File: src/rtl/usb_fs_xcvr.sv
// usb_fs_xcvr: full-speed USB pad front end.
// Receive path: synchronise -> deglitch filter -> J/K decode -> echo mask.
// Transmit path: one register stage to the pads. Connection detect runs
// on the filtered line state with host pulldowns assumed.
module usb_fs_xcvr #(
  parameter int SYNC_STAGES       = 2,
  parameter int FILTER_CYCLES     = 2,
  parameter int CONN_CYCLES       = 120,
  parameter int TURNAROUND_CYCLES = 4
) (
  input  logic clk_i,
  input  logic n_rst_i,
  input  logic usb_dp_i,
  input  logic usb_dn_i,
  output logic usb_dp_o,
  output logic usb_dn_o,
  output logic usb_tx_oen,
  input  logic phy_tx_dp_i,
  input  logic phy_tx_dn_i,
  input  logic phy_tx_oen_i,
  output logic phy_rx_rcv_o,
  output logic phy_rx_dp_o,
  output logic phy_rx_dn_o,
  output logic line_conn_o,
  output logic conn_change_o
);

  localparam int FCW = $clog2(FILTER_CYCLES + 1);
  localparam int CCW = $clog2(CONN_CYCLES + 1);
  localparam int TAW = (TURNAROUND_CYCLES > 0) ? $clog2(TURNAROUND_CYCLES + 1) : 1;

  localparam logic [1:0] LS_SE0 = 2'b00;
  localparam logic [1:0] LS_K   = 2'b01;
  localparam logic [1:0] LS_J   = 2'b10;

  typedef enum logic {DISC = 1'b0, CONN = 1'b1} conn_state_t;

  logic [SYNC_STAGES-1:0] r_dp_sync, r_dn_sync;
  logic [1:0]             w_s;
  logic [1:0]             r_cand, r_filt;
  logic [FCW-1:0]         r_fc, w_fc_nxt;
  logic                   w_filt_ld;
  logic [TAW-1:0]         r_ta;
  logic                   w_mask;
  logic                   r_rcv, w_rcv_nxt;
  logic                   r_rx_rcv, r_rx_dp, r_rx_dn;
  logic                   r_tx_dp, r_tx_dn, r_tx_oen;
  conn_state_t            r_state, w_state_nxt;
  logic [CCW-1:0]         r_cc, w_cc_nxt, w_cc_inc;
  logic                   w_qual;
  logic                   r_line_conn, r_conn_chg;

  // Pad inputs are asynchronous: plain shift-register synchronisers.
  always_ff @(posedge clk_i or negedge n_rst_i) begin
    if (!n_rst_i) begin
      r_dp_sync <= '0;
      r_dn_sync <= '0;
    end else begin
      r_dp_sync <= {r_dp_sync[SYNC_STAGES-2:0], usb_dp_i};
      r_dn_sync <= {r_dn_sync[SYNC_STAGES-2:0], usb_dn_i};
    end
  end

  assign w_s = {r_dp_sync[SYNC_STAGES-1], r_dn_sync[SYNC_STAGES-1]};

  // Run length of identical synced samples; restarts at 1 on any change.
  always_comb begin
    w_fc_nxt = r_fc;
    if (w_s != r_cand)                   w_fc_nxt = FCW'(1);
    else if (r_fc != FCW'(FILTER_CYCLES)) w_fc_nxt = r_fc + 1'b1;
  end

  // Accept the sample once the run length hits the threshold; while
  // saturated the reload is harmless since the candidate is unchanged.
  assign w_filt_ld = (w_fc_nxt == FCW'(FILTER_CYCLES));

  // Candidate tracks the last synced sample; filtered pair updates on accept.
  always_ff @(posedge clk_i or negedge n_rst_i) begin
    if (!n_rst_i) begin
      r_cand <= LS_SE0;
      r_fc   <= '0;
      r_filt <= LS_SE0;
    end else begin
      r_cand <= w_s;
      r_fc   <= w_fc_nxt;
      if (w_filt_ld) r_filt <= w_s;
    end
  end

  // Turnaround counter reloads every cycle the pads are driven.
  always_ff @(posedge clk_i or negedge n_rst_i) begin
    if (!n_rst_i)           r_ta <= '0;
    else if (!phy_tx_oen_i) r_ta <= TAW'(TURNAROUND_CYCLES);
    else if (r_ta != '0)    r_ta <= r_ta - 1'b1;
  end

  // Mask is live in the same cycle the transmitter enables.
  assign w_mask = !phy_tx_oen_i || (r_ta != '0);

  // J/K decode; SE0 and SE1 keep the last differential value.
  always_comb begin
    w_rcv_nxt = r_rcv;
    case (r_filt)
      LS_J:    w_rcv_nxt = 1'b1;
      LS_K:    w_rcv_nxt = 1'b0;
      default: w_rcv_nxt = r_rcv;
    endcase
  end

  // Rx outputs: decoded state underneath, forced to idle J while masked.
  always_ff @(posedge clk_i or negedge n_rst_i) begin
    if (!n_rst_i) begin
      r_rcv    <= 1'b1;
      r_rx_rcv <= 1'b1;
      r_rx_dp  <= 1'b0;
      r_rx_dn  <= 1'b0;
    end else begin
      r_rcv    <= w_rcv_nxt;
      r_rx_rcv <= w_mask | w_rcv_nxt;
      r_rx_dp  <= w_mask | r_filt[1];
      r_rx_dn  <= !w_mask & r_filt[0];
    end
  end

  // Transmit registers; reset releases the pads immediately.
  always_ff @(posedge clk_i or negedge n_rst_i) begin
    if (!n_rst_i) begin
      r_tx_dp  <= 1'b0;
      r_tx_dn  <= 1'b0;
      r_tx_oen <= 1'b1;
    end else begin
      r_tx_dp  <= phy_tx_dp_i;
      r_tx_dn  <= phy_tx_dn_i;
      r_tx_oen <= phy_tx_oen_i;
    end
  end

  // A cycle qualifies only if it shows the state that would flip the status
  // and no transmit/turnaround is hiding the line.
  assign w_qual   = !w_mask && ((r_state == DISC) ? (r_filt == LS_J) : (r_filt == LS_SE0));
  assign w_cc_inc = (r_cc == CCW'(CONN_CYCLES)) ? r_cc : r_cc + 1'b1;

  // Connection next state: flip when the qualifying run reaches the limit.
  always_comb begin
    w_state_nxt = r_state;
    w_cc_nxt    = '0;
    if (w_qual) begin
      if (w_cc_inc == CCW'(CONN_CYCLES)) begin
        w_state_nxt = (r_state == DISC) ? CONN : DISC;
        w_cc_nxt    = '0;
      end else begin
        w_cc_nxt = w_cc_inc;
      end
    end
  end

  // Connection state register and run counter.
  always_ff @(posedge clk_i or negedge n_rst_i) begin
    if (!n_rst_i) begin
      r_state <= DISC;
      r_cc    <= '0;
    end else begin
      r_state <= w_state_nxt;
      r_cc    <= w_cc_nxt;
    end
  end

  // Registered status; the change pulse coincides with the status edge.
  always_ff @(posedge clk_i or negedge n_rst_i) begin
    if (!n_rst_i) begin
      r_line_conn <= 1'b0;
      r_conn_chg  <= 1'b0;
    end else begin
      r_line_conn <= (r_state == CONN);
      r_conn_chg  <= (r_state == CONN) != r_line_conn;
    end
  end

  assign usb_dp_o      = r_tx_dp;
  assign usb_dn_o      = r_tx_dn;
  assign usb_tx_oen    = r_tx_oen;
  assign phy_rx_rcv_o  = r_rx_rcv;
  assign phy_rx_dp_o   = r_rx_dp;
  assign phy_rx_dn_o   = r_rx_dn;
  assign line_conn_o   = r_line_conn;
  assign conn_change_o = r_conn_chg;

endmodule

File: config.mk
export PLATFORM = sky130hd
export DESIGN_NAME = usb_fs_xcvr
export DESIGN_NICKNAME = d
export VERILOG_FILES = /design/src/rtl/usb_fs_xcvr.sv
export SDC_FILE = /design/constraint.sdc
export NUM_CORES = 1
export LEC_CHECK = 0
export CAP_MARGIN = 30
export CORE_UTILIZATION = 48
export DETAILED_ROUTE_END_ITERATION = 10
export GPL_ROUTABILITY_DRIVEN = 1
export PLACE_DENSITY = 0.84
export SLEW_MARGIN = 20
export SYNTH_ARGS = -nofsm -noshare
export SYNTH_HDL_FRONTEND = slang
export SYNTH_SLANG_ARGS = --single-unit
File: constraint.sdc
create_clock -name clk_i -period 1.86 [get_ports clk_i]
set_input_delay 0.372 -clock clk_i [delete_from_list [all_inputs] [get_ports clk_i]]
set_output_delay 0.372 -clock clk_i [all_outputs]
set_load 0.1 [all_outputs]
* Yosys cells after proc, flatten, opt, wreduce, memory -nomap -nowiden
Cells that the tools add are included.
Cells by class: add/sub/neg operators 3, $mul 0, div/mod/pow operators 0, order comparisons 0, equal/unequal tests 9, shift operators 0, mux-type cells 10, bitwise logic cells 3, reductions and logical operators 7
Operators with widths (count):
- $mux W7 | 3
- $eq A7 B7 Y1 const B | 2
- $add A7 B1 Y7 const B | 1
- $mux W3 | 2
- $eq A2 B2 Y1 const B | 2
- $mux W2 | 2
- $reduce_bool A3 Y1 | 1
- $sub A3 B1 Y3 const B | 1
- $add A2 B1 Y2 const B | 1
- $eq A2 B1 Y1 const B | 1
- $logic_not A1 Y1 | 2
- $logic_not A2 Y1 | 1
- $mux W1 | 2
- $ne A2 B1 Y1 const B | 1
- $ne A2 B2 Y1 | 1
- $ne A2 B2 Y1 const B | 1
- $or A1 B1 Y1 | 2
- $pmux W1 S2 | 1
- $reduce_and A2 Y1 | 1
- $and A1 B1 Y1 | 1
- $logic_and A1 B1 Y1 | 1
- $logic_or A1 B1 Y1 | 1
- $ne A1 B1 Y1 | 1
Word-level totals: bits in registers 30, bits in latches 0, RAM bits 0, bits in read-only memories 0, input bits 7, output and inout bits 8, logic and storage cells 49, memories kept 0

* Depth between registers and ports, before layout
Gate-level depths: netlist of run 1.
word-level depth 5, mapped depth 8, depth with buffers taken out 7

* Worst setup path before layout of run 1
OpenSTA, ideal clock, no wires.
path type reg2reg, start reg r_cc[0], end reg r_cc[6], setup time 138 ps, arrival time 1626 ps, required time 1722 ps, slack 96 ps, stages on the path, launching flop included 7, path buffers 0, period minus slack after synthesis 1764 ps, cell sequence dfrtp_1 -> ha_1 -> nand3_1 -> xor2_1 -> o31a_2 -> nor4_2 -> nor3_1
Between the ends: cells in the longest elaborated chain, start to end 5, elaborated cells between the ends (all ways) 6, those cells by class 1 x add/sub; 2 x eq/ne; 3 x mux
Ends and longest elaborated chain:
- from (decl) | RTL line 49 | logic [CCW-1:0] r_cc, w_cc_nxt, w_cc_inc;
- from (signal assigned) | RTL line 164 | r_cc <= w_cc_nxt;
- $add A7 B1 Y7 or $eq A7 B7 Y1 (tied branches) | RTL line 141 | assign w_cc_inc = (r_cc == CCW'(CONN_CYCLES)) ? r_cc : r_cc + 1'b1;
- $mux W7 * | RTL line 141
- $eq A7 B7 Y1 | RTL line 148 | if (w_cc_inc == CCW'(CONN_CYCLES)) begin
- $mux W7 * | RTL line 148
- $mux W7 * | RTL line 147 | if (w_qual) begin
- via w_cc_nxt[6] | RTL line 49
Mark *: on every way through the listed nets, which the timed path passes. The rest lies on a longest branch. A chain may end at the register's enable or synchronous reset.

* Worst setup path in the final report of run 1
start reg r_cc[1], end reg r_cc[3]
Same word-level chain as after synthesis.

==> results of run 1 <==
==> metal layers <==
metal	vias up	track usage, %	wire (µm)
li1	388	-	-
met1	390	21.0	865
met2	16	28.6	1010
met3	7	6.21	86
met4	0	12.3	49
met5	-	0	0
==> cells in the mapped netlist, drive strengths merged (2+ instances only) <==
master / n / area (µm²)
nor2: 5 / 18.8
dfstp: 3 / 78.8
mux2: 4 / 45.0
o21ai: 2 / 10.0
nor3b: 2 / 15.0
ha: 7 / 87.6
nor2b: 2 / 12.5
xor2: 7 / 61.3
and3: 2 / 12.5
inv: 9 / 33.8
dfrtp: 27 / 676
nor3: 5 / 25.0
nand3: 6 / 35.0
or3: 2 / 12.5
nand2: 4 / 15.0
and2: 2 / 12.5
xnor2: 4 / 35.0
==> power groups by stage <==
stage / Combinational (mW) / Sequential (mW) / Clock [mW]
global placement: 0.442 / 0.806 / 0
detailed placement: 0.466 / 0.808 / 0
floorplan: 0.234 / 0.898 / 0
CTS: 0.474 / 0.795 / 0.508
finish: 0.468 / 0.794 / 0.492
global route: 0.523 / 0.805 / 0.533
==> worst max path at each step <==
stage                                 start                   to  slack (ps)
after floorplan           r_cc[0]$_DFF_PN0_    r_cc[6]$_DFF_PN0_         100
after global placement    r_cc[0]$_DFF_PN0_    r_cc[6]$_DFF_PN0_          60
after detailed placement  r_cc[0]$_DFF_PN0_    r_cc[6]$_DFF_PN0_         -90
after CTS                 r_cc[0]$_DFF_PN0_  r_state$_DFFE_PN0P_          30
after global routing      r_cc[0]$_DFF_PN0_    r_cc[3]$_DFF_PN0_         -80
final                     r_cc[1]$_DFF_PN0_    r_cc[3]$_DFF_PN0_          10
==> cell usage in the layout (no fill, tap or decap), types with 3 or more instances in the layout <==
master,n
buf_12,3
buf_4,12
clkbuf_4,5
clkdlybuf4s50_1,6
dfrtp_1,27
dfstp_2,3
ha_1,6
inv_1,9
mux2_2,4
nand2_1,4
nand3_1,4
nor2_1,5
nor3_1,4
xnor2_1,4
xor2_1,7
==> logic make-up (layout without fill, tap and decap cells) <==
group                      Yosys count  count (layout)  share of synthesized area [%]
buffers and inverters               11              38                           3.77
DFF                                 30              30                           58.3
muxes                                5               5                           4.26
AOI/OAI and AO/OA                    4               4                           2.22
adders and majority gates            7               7                           6.77
xor gates and xnor gates            11              11                           7.45
and+or+nand+nor                     35              35                           17.2
==> worst max-delay path: cells and delay by family, from the launching register on <==
kind / cells / cell delay (ps)
compound gates: 1 / 390
xor+xnor: 1 / 180
simple gates: 3 / 560
fa+ha+maj: 1 / 210
flops: 1 / 400
==> area by class of cell <==
class	instances	area, µm²
multi-input combinational	62	512
tap	30	37.5
fill	196	897
clock inverter	3	40.0
inverter	9	33.8
clock buffer	5	37.5
timing repair buffer	21	210
sequential	30	754
==> flip-flops by register name, summed over array words and instances (netlist names) <==
register,cells
r_cc,7
r_ta,3
r_cand,2
r_dn_sync,2
r_dp_sync,2
r_fc,2
r_filt,2
conn_change_o,1
line_conn_o,1
phy_rx_dn_o,1
phy_rx_dp_o,1
phy_rx_rcv_o,1
r_rcv,1
r_state,1
usb_dn_o,1
usb_dp_o,1
usb_tx_oen,1
==> metrics by stage <==
| stage | instance area [µm²] | std cells | setup slack (ps) | util, % | total power, mW |
|---|---|---|---|---|---|
| floorplan | 1290 | 103 | 96.0 | - | 1.13 |
| global placement | 1510 | 150 | 62.9 | 59.9 | 1.25 |
| detailed placement | 1510 | 150 | -85.9 | 59.9 | 1.27 |
| CTS | 1610 | 159 | 27.5 | 63.6 | 1.78 |
| global route | 1630 | 160 | -80.6 | 64.4 | 1.86 |
| finish | 1630 | 160 | 9.81 | 64.4 | 1.75 |
==> timing repair <==
| item | 4_1_cts | 5_1_grt |
|---|---|---|
| hold buffers | 0 | 0 |
| pin swaps | 0 | 4 |
| endpoints found under the hold margin | 0 | 0 |
| setup endpoints to repair | 5 | 5 |
| gates resized for setup | 1 | 3 |
| buffers inserted | 1 | 1 |
==> results.cfg, run 1 <==
[route]
drtIter0Drc = 6
vias = 801
vias_per_cell = 5.01
wl_per_cell_um = 12.6
wl_um = 2010
drtAntennaViolNets = 0
first_pass_iters = 6
route.detailed.drc = 0

[grt]
gr-total-overflow = 0
grt_max_degree = 31
grt_pass1_wl_um = 3510
antenna_found_initial = 0
grt_pass1_vias = 821
grt_usage_pct = 18.3

[placement]
gp_congestion = 0.810
place_hpwl_um = 1490
portBuffers = 14

[clocking]
h-tree-depth = 2
cts_buffer_depth = 2
clock_sinks = 30
cts_tree = yes
clock_latency_ps = 320
cts-root-buf = clkbuf_4
numCtsBuffers = 5
clkSlewWorstSetupHoldPaths_ps = 90

[worst_setup_path]
slowest_delay_ps = 400
reg2reg_to = r_cc[3]$_DFF_PN0_
reg2reg_slack_ps = 10
reg2regPathDepth = 6
crit_fanout = 4
slowest_stage = dfrtp_1
critPathArrivalTime_ps = 2050
reg2reg_from = r_cc[1]$_DFF_PN0_
worst-setup-path-type = flop to flop
timing.critical_path.cells = ha_2, nand3_2, xor2_1, o31a_2, nor4_4, nor3_1
required_ps = 2060
cp-end-kind = flop
start_kind = flop

[timing]
rsz0062_at_grt = true
hold_viol = 0
fin_skew_ps = 7.40
whs_ps = 356
drv_slew = 0
setup_tns_ps = 0
relSlewSlack_pct = 56.8
min_period_ps = 1850
min_period_over_period_pct = 99.5
tightest_slew_ps = 644
setup_violations = 0
max_freq_ghz = 0.540

[finish]
syn_to_final_growth_pct = 25.6
fin_nets = 143
diodes = 0
drive_gt1_share_pct = 30.8

[power_and_ir_drop]
p_seq_share_pct = 45.3
switching_share_pct = 29.9
p_sw_mw = 0.525
pwr-share-clk_pct = 28.0
combPwrFrac_pct = 26.7
power_report.internal_total_mw = 1.23
peakVddDrop_mv = 0.741
power_leakage_nw = 0.730
p_per_area_nw_per_um2 = 1080

[logic_synthesis]
async_flop_share_pct = 100
syn-num-nets = 117
ys_ff_latch = 30
synth_area_per_cell_um2 = 12.6
ys_warn_count = 0
yosysSeqAreaShare_pct = 58.3
synth_cell_type_count = 28
synth_edf_count = 0
syn-cell-area_um2 = 1290
syn-instance-count = 103
synth_ff_type = dfrtp_1

[min_path]
whs_path_depth = 0
hold_path.class = flop to flop
min_to = r_dn_sync[1]$_DFF_PN0_
hold_path.startpoint = r_dn_sync[0]$_DFF_PN0_

[floorplanning]
start_util_pct = 51.3
placement_rows = 18
die_y_um = 53.9
die_w_um = 53.9
die-area_um2 = 2910
core_um2 = 2520
io_pins = 15

[status]
status = completed

[flow_run]
drv_cap = 0
No activity file was read; power rests on OpenSTA's default activity.
==> inputs of run 2 (changes only) <==
--- a/config.mk
+++ b/config.mk
@@ -6,6 +6,7 @@
 export NUM_CORES = 1
 export LEC_CHECK = 0
 export CAP_MARGIN = 30
+export CORE_MARGIN = 4
 export CORE_UTILIZATION = 48
 export DETAILED_ROUTE_END_ITERATION = 10
 export GPL_ROUTABILITY_DRIVEN = 1
==> results.cfg, run 2 (synthesized netlist as in run 1, its figures left out) <==
[flow_run]
drv_cap = 0

[floorplanning]
die_y_um = 59.9
die-area_um2 = 3590
placement_rows = 18
die_w_um = 59.9
io_pins = 15
core_um2 = 2520
start_util_pct = 51.3

[placement]
place_hpwl_um = 1530
portBuffers = 14
dp_worst_setup_slack_ps = -42.7
gp_congestion = 0.893
placed_cell_area_um2 = 1510

[status]
status = completed

[route]
route.detailed.drc = 0
wl_um = 2110
vias = 817
drtAntennaViolNets = 0
wl_per_cell_um = 13.4
drtIter0Drc = 26
vias_per_cell = 5.17
first_pass_iters = 4

[clocking]
post_cts_buffers = 0
numCtsBuffers = 5
cts-root-buf = clkbuf_4
clkSlewWorstSetupHoldPaths_ps = 90
clock_sinks = 30
cts_tree = yes
cts_buffer_depth = 2
clock_latency_ps = 320
h-tree-depth = 2

[worst_setup_path]
start_kind = flop
critPathArrivalTime_ps = 2050
reg2regPathDepth = 7
required_ps = 2060
crit_fanout = 6
worst-setup-path-type = flop to flop
cp-end-kind = flop

[finish]
largest_reg_flops = 7
syn_to_final_growth_pct = 24.0
fin_nets = 141
final_cell_mix = dfrtp_1 (27), buf_4 (10), inv_1 (9), xor2_1 (6), clkdlybuf4s50_1 (6)
fill_cells = 208
reg_top3 = r_cc: 7 flops, r_ta: 3 flops
layout_commonest_cell = dfrtp_1
drive_gt1_share_pct = 29.7
top_register = r_cc
diodes = 0
stdcell_area_um2 = 1600

[grt]
gr-total-overflow = 0
grt_usage_pct = 14.8
grt_pass1_vias = 858
grt_max_degree = 31
antenna_found_initial = 0
grt_pass1_wl_um = 3750

[timing]
hold_viol = 0
rsz0062_at_grt = true
whs_ps = 356
drv_slew = 0
max_freq_ghz = 0.543
min_period_over_period_pct = 99.1
tightest_slew_ps = 604
min_period_ps = 1840
fin_skew_ps = 6.80
relSlewSlack_pct = 59.5
worst_slack_ps = 17.2
setup_violations = 0

[min_path]
hold_path.class = flop to flop
whs_path_depth = 0

[power_and_ir_drop]
fin_total_pwr_mw = 1.61
power_leakage_nw = 0.734
peakVddDrop_mv = 0.758
p_per_area_nw_per_um2 = 1000
## run 2: layout make-up
class                           count  area [µm²]  area share, %
Timing Repair Buffer               19         195           12.2
Clock buffer                        8        48.8           3.04
Inverter                            9        33.8           2.11
Multi-Input combinational cell     62         534           33.3
Tap cell                           30        37.5           2.34
Sequential cell                    30         754           47.0
## run 2: through the flow
step	std cells	setup TNS (ps)	util, %
floorplan	103	0	-
global placement	150	0	59.9
detailed placement	150	-129	59.9
CTS	158	0	62.2
global route	158	-392	63.6
finish	158	0	63.6
## run 2: power breakdown
| part | leakage, nW | internal, mW | total (mW) | switching (mW) |
|---|---|---|---|---|
| clock network | 0.0265 | 0.150 | 0.349 | 0.199 |
| logic | 0.337 | 0.203 | 0.460 | 0.257 |
| registers | 0.370 | 0.747 | 0.796 | 0.0497 |
## run 2: worst max-delay path, cell delays in order (launching register included)
cell and delay [ps]:
dfrtp_1 440, inv_1 90, ha_2 190, nand3b_4 80
or3_4 350, o31a_4 130, nor4_4 350, nor3_1 100
## run 2: timing repair
action / CTS / global route
gates resized for setup: 1 / 8
pin swaps: 0 / 1
hold buffers: 0 / 0
endpoints found under the setup margin: 4 / 5
## run 2: worst paths after layout
check / from / end / slack, ps
min in group asynchronous: n_rst_i / r_dn_sync[0]$_DFF_PN0_ / 420
max reg2reg: r_cc[0]$_DFF_PN0_ / r_cc[3]$_DFF_PN0_ / 20
max in group asynchronous: n_rst_i / r_rcv$_DFF_PN1_ / 1130
max: r_cc[0]$_DFF_PN0_ / r_cc[3]$_DFF_PN0_ / 20
min: r_dn_sync[0]$_DFF_PN0_ / r_dn_sync[1]$_DFF_PN0_ / 360
min reg2reg: r_dn_sync[0]$_DFF_PN0_ / r_dn_sync[1]$_DFF_PN0_ / 360
## run 2: routing by layer
layer | part of all wire [%] | global-route usage [%] | vias up
met3 | 5.2 | 4.75 | 10
met1 | 40 | 17.4 | 389
li1 | - | - | 393
met2 | 51 | 22.4 | 25
met5 | 0 | 0 | -
met4 | 4.3 | 11.4 | 0
==> inputs of run 3 (changes only) <==
--- a/config.mk
+++ b/config.mk
@@ -8,9 +8,11 @@
 export CAP_MARGIN = 30
 export CORE_MARGIN = 4
 export CORE_UTILIZATION = 48
+export CTS_BUF_LIST = sky130_fd_sc_hd__clkbuf_16
 export DETAILED_ROUTE_END_ITERATION = 10
 export GPL_ROUTABILITY_DRIVEN = 1
 export PLACE_DENSITY = 0.84
+export SKIP_CTS_REPAIR_TIMING = 1
 export SLEW_MARGIN = 20
 export SYNTH_ARGS = -nofsm -noshare
 export SYNTH_HDL_FRONTEND = slang
==> results.cfg, run 3 (synthesized netlist as in run 1, its figures left out) <==
[route]
wl_um = 2280
first_pass_iters = 3
vias_per_cell = 5.12
drtAntennaViolNets = 0
drtIter0Drc = 13
vias = 830
wl_per_cell_um = 14.1
route.detailed.drc = 0

[clocking]
numCtsBuffers = 5
clock_sinks = 30
h-tree-depth = 2
cts_buffer_depth = 2
clkSlewWorstSetupHoldPaths_ps = 50
cts_tree = yes
cts-root-buf = clkbuf_16
clock_latency_ps = 270

[worst_setup_path]
cp-end-kind = flop
reg2regPathDepth = 7
critPathArrivalTime_ps = 2080
path_delay_family = flip-flops
reg2reg_to = r_cc[5]$_DFF_PN0_
reg2reg_slack_ps = -90
start_kind = flop
worst-path-buf-inv = 1
worst-setup-path-type = flop to flop
slowest_stage = dfrtp_1
timing.critical_path.cells = ha_2, nand3_2, xor2_2, o31a_2, nor4_4, buf_4, nor3_2
slowest_delay_ps = 420
required_ps = 1990
reg2reg_from = r_cc[0]$_DFF_PN0_
crit_fanout = 6

[timing]
fin_skew_ps = 3.18
tightest_slew_ps = 560
worst_slack_ps = -86.0
hold_viol = 0
relSlewSlack_pct = 62.6
min_period_ps = 1950
max_freq_ghz = 0.514
rsz0062_at_grt = true
setup_violations = 5
whs_ps = 347
min_period_over_period_pct = 105
drv_slew = 0

[finish]
layout_commonest_cell = dfrtp_1
top_register = r_cc
final_util_pct = 68.8
diodes = 0
fin_nets = 145
stdcell_area_um2 = 1740
drive_gt1_share_pct = 33.3
syn_to_final_growth_pct = 34.2
finalNonFillerCells = 162
fill_cells = 179
largest_reg_flops = 7
reg_top3 = r_cc: 7 flops, r_ta: 3 flops
final_cell_mix = dfrtp_1 (27), buf_4 (14), inv_1 (12)

[placement]
place_hpwl_um = 1530
placed_cells = 150
placed_cell_area_um2 = 1510
gp_congestion = 0.893
portBuffers = 14
dp_worst_setup_slack_ps = -42.7

[grt]
antenna_found_initial = 0
grt_pass1_wl_um = 3790
grt_max_degree = 31
gr-total-overflow = 0
grt_usage_pct = 15.1
grt_pass1_vias = 856

[floorplanning]
start_util_pct = 51.3
die-area_um2 = 3590
io_pins = 15
die_y_um = 59.9
core_um2 = 2520
die_w_um = 59.9
placement_rows = 18

[min_path]
hold_path.startpoint = r_dn_sync[0]$_DFF_PN0_
hold_path.class = flop to flop
min_to = r_dn_sync[1]$_DFF_PN0_
whs_path_depth = 0

[flow_run]
drv_cap = 0

[power_and_ir_drop]
power_leakage_nw = 0.792
peakVddDrop_mv = 0.918
p_per_area_nw_per_um2 = 1140

[status]
violations = setup timing
status = finished, violations left
-- run 3: cell count changes in the layout (fill, tap and decap cells not counted), sizes merged --
cell,change
buf,+4
inv,+3
clkbuf,-3
-- run 3: cell type report --
class | count | area (µm²) | area share, %
Sequential cell | 30 | 754 | 43.4
Inverter | 9 | 33.8 | 1.95
Multi-Input combinational cell | 62 | 549 | 31.6
Clock inverter | 3 | 11.3 | 0.648
Tap cell | 30 | 37.5 | 2.16
Clock buffer | 5 | 125 | 7.20
Timing Repair Buffer | 23 | 225 | 13.0
-- run 3: where the power goes --
group          internal [mW]  leakage, nW  switching [mW]
logic                  0.203        0.345           0.260
clock network          0.477       0.0776           0.240
registers              0.750        0.370          0.0512
total                   1.43        0.792           0.551
-- run 3: how the worst max path moves through the flow --
stage / slack [ps] / end / from / depth (start not counted)
finish: -90 / r_cc[5]$_DFF_PN0_ / r_cc[0]$_DFF_PN0_ / 7
global route: -140 / r_cc[5]$_DFF_PN0_ / r_cc[0]$_DFF_PN0_ / 7
CTS: -50 / r_cc[6]$_DFF_PN0_ / r_cc[0]$_DFF_PN0_ / 7
detailed placement: -40 / r_cc[6]$_DFF_PN0_ / r_cc[0]$_DFF_PN0_ / 7
global placement: 50 / r_cc[6]$_DFF_PN0_ / r_cc[0]$_DFF_PN0_ / 7
floorplan: 100 / r_cc[6]$_DFF_PN0_ / r_cc[0]$_DFF_PN0_ / 6
-- run 3: worst register-to-register path: stages, from the launching register on --
cell,delay [ps]
dfrtp_1,420
ha_2,230
nand3_2,110
xor2_2,180
o31a_2,380
nor4_4,270
buf_4,180
nor3_2,40
-- run 3: metrics by stage --
| step | power, mW | setup TNS, ps |
|---|---|---|
| after CTS | 2.01 | -163 |
| after floorplan | 1.13 | 0 |
| after global placement | 1.25 | 0 |
| after global routing | 2.10 | -614 |
| final | 1.98 | -349 |
| after detailed placement | 1.27 | -129 |
-- run 3: routing by layer --
metal,track usage (%),part of all wire (%)
met1,18.1,40
met2,22.8,53
met3,4.75,3.9
met4,10.4,2.7
met5,0,0
